===== config.mk =====
export PLATFORM = sky130hd
export DESIGN_NAME = cdb_arbiter
export DESIGN_NICKNAME = d
export VERILOG_FILES = /design/src/rtl/cdb_arbiter.sv
export SDC_FILE = /design/constraint.sdc
export NUM_CORES = 1
export LEC_CHECK = 0
export ABC_AREA = 0
export CAP_MARGIN = 0
export CELL_PAD_IN_SITES_DETAIL_PLACEMENT = 1
export CELL_PAD_IN_SITES_GLOBAL_PLACEMENT = 1
export CORE_MARGIN = 4
export CORE_UTILIZATION = 36
export DETAILED_ROUTE_END_ITERATION = 16
export PLACE_DENSITY = 0.86
export SYNTH_ARGS = -nofsm -noshare
export SYNTH_HDL_FRONTEND = slang
export SYNTH_SLANG_ARGS = --single-unit

===== constraint.sdc =====
create_clock -name clk -period 3.9 [get_ports clk]
set_input_delay 0.39 -clock clk [delete_from_list [all_inputs] [get_ports clk]]
set_output_delay 0.39 -clock clk [all_outputs]
set_load 0.1 [all_outputs]

===== src/rtl/cdb_arbiter.sv =====
// cdb_arbiter: round-robin arbitration of buffered FU results onto the registered CDB write port.
module cdb_arbiter #(
    parameter int NUM_REQ = 4,
    parameter int DATA_W  = 32,
    parameter int TAG_W   = 6
) (
    input  logic                      clk,
    input  logic                      rst,
    input  logic                      flush,
    input  logic [NUM_REQ-1:0]        req_valid,
    input  logic [NUM_REQ*TAG_W-1:0]  req_tag,
    input  logic [NUM_REQ*DATA_W-1:0] req_data,
    input  logic [NUM_REQ-1:0]        req_regdest,
    output logic [NUM_REQ-1:0]        req_ready,
    output logic                      cdb_valid,
    output logic [TAG_W-1:0]          cdb_tag,
    output logic [DATA_W-1:0]         cdb_data,
    output logic                      cdb_regdest
);
    localparam int PW = $clog2(NUM_REQ);

    logic [NUM_REQ-1:0] buf_valid_q, buf_valid_d;
    logic [TAG_W-1:0]   buf_tag_q [NUM_REQ];
    logic [TAG_W-1:0]   buf_tag_d [NUM_REQ];
    logic [DATA_W-1:0]  buf_data_q [NUM_REQ];
    logic [DATA_W-1:0]  buf_data_d [NUM_REQ];
    logic [NUM_REQ-1:0] buf_regdest_q, buf_regdest_d;
    logic [PW-1:0]      rr_ptr_q, rr_ptr_d;
    logic               cdb_valid_q, cdb_valid_d;
    logic [TAG_W-1:0]   cdb_tag_q, cdb_tag_d;
    logic [DATA_W-1:0]  cdb_data_q, cdb_data_d;
    logic               cdb_regdest_q, cdb_regdest_d;
    logic [NUM_REQ-1:0] grant, accept;
    logic [PW-1:0]      gidx, idx;
    logic [PW:0]        pos;

    // Grant depends only on buffer state and pointer, keeping req_ready free of req_valid.
    always_comb begin
        grant = '0;
        gidx  = '0;
        idx   = '0;
        pos   = '0;
        for (int k = 0; k < NUM_REQ; k++) begin
            pos = {1'b0, rr_ptr_q} + (PW+1)'(k);
            pos = (pos >= (PW+1)'(NUM_REQ)) ? pos - (PW+1)'(NUM_REQ) : pos;
            idx = pos[PW-1:0];
            if (grant == '0 && buf_valid_q[idx]) begin
                grant[idx] = 1'b1;
                gidx       = idx;
            end
        end
    end

    assign req_ready = {NUM_REQ{~flush}} & (~buf_valid_q | grant);
    assign accept    = req_valid & req_ready;

    always_comb begin
        buf_tag_d     = buf_tag_q;
        buf_data_d    = buf_data_q;
        buf_regdest_d = buf_regdest_q;
        for (int k = 0; k < NUM_REQ; k++) begin
            if (accept[k]) begin
                buf_tag_d[k]     = req_tag[k*TAG_W +: TAG_W];
                buf_data_d[k]    = req_data[k*DATA_W +: DATA_W];
                buf_regdest_d[k] = req_regdest[k];
            end
        end
        buf_valid_d   = flush ? '0 : accept | (buf_valid_q & ~grant);
        cdb_valid_d   = ~flush & (|grant);
        cdb_regdest_d = cdb_valid_d & buf_regdest_q[gidx];
        cdb_tag_d     = cdb_valid_d ? buf_tag_q[gidx] : cdb_tag_q;
        cdb_data_d    = cdb_valid_d ? buf_data_q[gidx] : cdb_data_q;
        rr_ptr_d      = !cdb_valid_d ? rr_ptr_q : (gidx == PW'(NUM_REQ-1)) ? '0 : gidx + 1'b1;
    end

    always_ff @(posedge clk) begin
        buf_tag_q     <= buf_tag_d;
        buf_data_q    <= buf_data_d;
        buf_regdest_q <= buf_regdest_d;
        if (rst) begin
            buf_valid_q   <= '0;
            rr_ptr_q      <= '0;
            cdb_valid_q   <= 1'b0;
            cdb_tag_q     <= '0;
            cdb_data_q    <= '0;
            cdb_regdest_q <= 1'b0;
        end else begin
            buf_valid_q   <= buf_valid_d;
            rr_ptr_q      <= rr_ptr_d;
            cdb_valid_q   <= cdb_valid_d;
            cdb_tag_q     <= cdb_tag_d;
            cdb_data_q    <= cdb_data_d;
            cdb_regdest_q <= cdb_regdest_d;
        end
    end

    assign cdb_valid   = cdb_valid_q;
    assign cdb_tag     = cdb_tag_q;
    assign cdb_data    = cdb_data_q;
    assign cdb_regdest = cdb_regdest_q;
endmodule


==> out/qor.txt <==
reg2reg end: cdb_data[31]$_SDFFE_PP0P_
clock skew: 0.00855 ns
core box area: 22700 µm²
Synth warnings: 0
port bufs: 206
most frequent cells in the layout: clkdlybuf4s50_1, edfxtp_1, nand2_1
Iteration-0 DRC Markers: 295
first-pass GRT wire length: 37100 µm
Worst path slowest cell: or4_4
Least-Margin Pin Slew: 1.06 ns
Max stage delay on crit path: 0.55 ns
Worst path depth: 10
Layout Utilization: 51.3%
Leak: 3.92 nW
Final WS setup: 0.124 ns
buffers and inverters on the worst path: 2
Syn Nets: 738
dpl cells: 1036
post-route insts no fill: 1079
maximum root-to-sink buffer count: 3
vias in the first global route: 6233
end of the critical path: req_ready[2]
final hold violation count: 0
minimum clock period: 3.78 ns
Mapped Area: 8330 µm²
Worst R2R Start: rr_ptr_q[1]$_SDFFE_PP0P_
vias per cell: 5.30
largest net degree at the start of global routing: 78
Mapped Avg Cell Area: 14.7 µm²
# setup viols final: 0
Ports: 207
post-synthesis register bit count: 202
Mapped Cells: 567
nets: 949
Die Width: 160 µm
clk_lat worst skew: 0.50 ns
grt total ovfl: 0
total power: 0.00928 W
Power Dens Cells: 797 nW/µm²
Main synth FF type: edfxtp_1
outcome: complete, no violations
Initial Util: 36.7%
clock sink count: 202
storage element area: 5610 µm²
number of CTS-inserted buffers: 23
dpl ws: -0.0294 ns
hold slack: 0.444 ns
Post-CTS Hold Fix Bufs: 0
Max Slew Vio Count: 0
post-synthesis sequential area ratio: 67.3%
Synth async-reset ratio: 0%
R2R cell count: 11
H-tree depth: 1
commonest non-fill, non-tap cell in the layout: clkdlybuf4s50_1
CP top delay family: compound AO/OA/AOI/OAI gates
ratio of cells with drive above 1 in the final layout: 15.5%
min-delay worst type: input pin to flip-flop
area taken by multi-input logic gates: 2640 µm²
CP cell instances: buf_4 > ha_2 > or4_4 > a211o_1 > a21o_2 > o211ai_4 > nor2_4 > a221oi_4 > nor2_4 > buf_12
diode count: 0
RD Place Congestion: 0.803
number of distinct library cells after synthesis: 47
Die ar.: 25600 µm²
Synth-to-Final Area Change: 39.7%
Tcrit/Tclk final: 96.8%
worst rel slew slack: 29.4%
Root Buffer: clkbuf_16
most used cell, CP: nor2_4
Die Y: 160 µm
VDD IR-drop max: 0.525 mV
Total GRT Usage: 18.5%
WP data arrival: 3.39 ns
Clock Pin Slew Worst Setup and Hold Paths: 0.06 ns
drt drc: 0
Fillers: 2228
critical path launch point type: flip-flop
critical path class: flip-flop to primary output
wire length per cell: 22.6 µm
Worst Setup SP: rr_ptr_q[1]$_SDFFE_PP0P_
required time of the critical path: 3.51 ns
Worst setup EP type: primary output
R2R setup slack: 0.23 ns
HPWL Detailed: 16500 µm
TritonRoute pass-1 iters: 4
antenna viol nets, final: 0
CTS tree: built
initial antenna violation count: 1
f_max: 265 MHz
CP Max Fanout: 9
max_cap viols: 0
Routed Wire Length: 24400 µm
Vias: 5715
num rows: 55
number of flops mapped to enable cells by yosys: 156
-- how the worst min path moves through the flow --
stage / slack [ns] / startpoint / cells past startpoint / endpoint
2_1_floorplan: 0.46 / rst / 1 / rr_ptr_q[0]$_SDFFE_PP0P_
3_3_place_gp: 0.45 / cdb_tag[5]$_SDFFE_PP0P_ / 2 / cdb_tag[5]$_SDFFE_PP0P_
3_5_place_dp: 0.45 / cdb_tag[5]$_SDFFE_PP0P_ / 2 / cdb_tag[5]$_SDFFE_PP0P_
4_1_cts: 0.42 / req_data[126] / 1 / buf_data_q[30]$_DFFE_PP_
5_1_grt: 0.43 / req_data[39] / 1 / buf_data_q[71]$_DFFE_PP_
6_report: 0.44 / req_data[126] / 1 / buf_data_q[30]$_DFFE_PP_
-- synth_stat cells, types with 2 or more instances --
| library cell | instances | share of area (%) |
|---|---|---|
| nor2_1 | 9 | 0.41 |
| a211oi_1 | 7 | 0.63 |
| o211ai_1 | 44 | 4.0 |
| clkbuf_1 | 19 | 0.86 |
| nor3_1 | 2 | 0.12 |
| ha_1 | 8 | 1.2 |
| o211ai_2 | 31 | 4.7 |
| or3_1 | 3 | 0.23 |
| o21a_1 | 5 | 0.45 |
| a221oi_1 | 4 | 0.42 |
| nand2_1 | 48 | 2.2 |
| a22oi_1 | 3 | 0.27 |
| a21boi_0 | 36 | 3.2 |
| and2_1 | 5 | 0.38 |
| o21ai_0 | 3 | 0.18 |
| dfxtp_1 | 46 | 11 |
| edfxtp_1 | 156 | 56 |
| a21oi_1 | 4 | 0.24 |
| mux4_2 | 3 | 0.81 |
| inv_1 | 3 | 0.14 |
| mux2i_1 | 38 | 4.6 |
| and3_1 | 41 | 3.1 |
| nand3_1 | 5 | 0.30 |
| buf_2 | 9 | 0.54 |
| buf_6 | 7 | 0.95 |
| buf_4 | 5 | 0.45 |
| o31ai_1 | 2 | 0.18 |
| or4_1 | 2 | 0.18 |
-- cell families after synthesis --
kind of cell,after synthesis,synth area share (%)
AO/OA/AOI/OAI,151,15.7
AND/OR/NAND/NOR,120,7.29
flip-flops,202,67.3
adder cells (fa/ha/maj),8,1.20
multiplexers,42,5.51
buffers and inverters,43,2.93
XOR/XNOR,1,0.105
-- state kept, by name, summed over array words and instances, names as in the netlist --
register       count
buf_data_q       128
cdb_data          32
buf_tag_q         24
cdb_tag            6
buf_regdest_q      4
buf_valid_q        4
rr_ptr_q           2
cdb_regdest        1
cdb_valid          1
-- power by group --
| group | leakage, nW | total, W | internal (W) | switching [W] |
|---|---|---|---|---|
| Clock | 0.335 | 0.00201 | 0.00119 | 0.000819 |
| Combinational | 1.75 | 0.00447 | 0.00139 | 0.00309 |
| Sequential | 1.83 | 0.00280 | 0.00264 | 0.000162 |
-- timing repair --
| item | CTS | global route |
|---|---|---|
| pin swaps | 2 | 1 |
| hold endpoints to repair | 0 | 0 |
| gates resized for setup | 7 | 11 |
| endpoints found under the setup margin | 52 | 72 |
| setup buffers | 2 | 0 |
-- metal layers --
layer | part of all wire [%] | GRT usage, % | up-vias
li1 | - | - | 2639
met1 | 39 | 22.2 | 2834
met2 | 52 | 33.7 | 204
met3 | 7.0 | 4.70 | 36
met4 | 2.0 | 3.91 | 2
met5 | 0.049 | 0 | -
-- area by class of cell --
cell class	instances	area share [%]
Clock buffer	32	5.41
Clock inverter	9	0.602
Multi-Input combinational cell	322	22.6
Sequential cell	202	48.2
Timing Repair Buffer	226	20.0
Tap cell	285	3.06
Inverter	3	0.0967
-- stage by stage --
| step | TNS [ns] | cell area (µm²) |
|---|---|---|
| after floorplan | 0 | 8380 |
| after global placement | 0 | 10900 |
| after detailed placement | -0.0791 | 10900 |
| after CTS | 0 | 11600 |
| after global routing | -0.00441 | 11600 |
| final | 0 | 11600 |
Note: power is estimated with default switching activity, not from simulation.
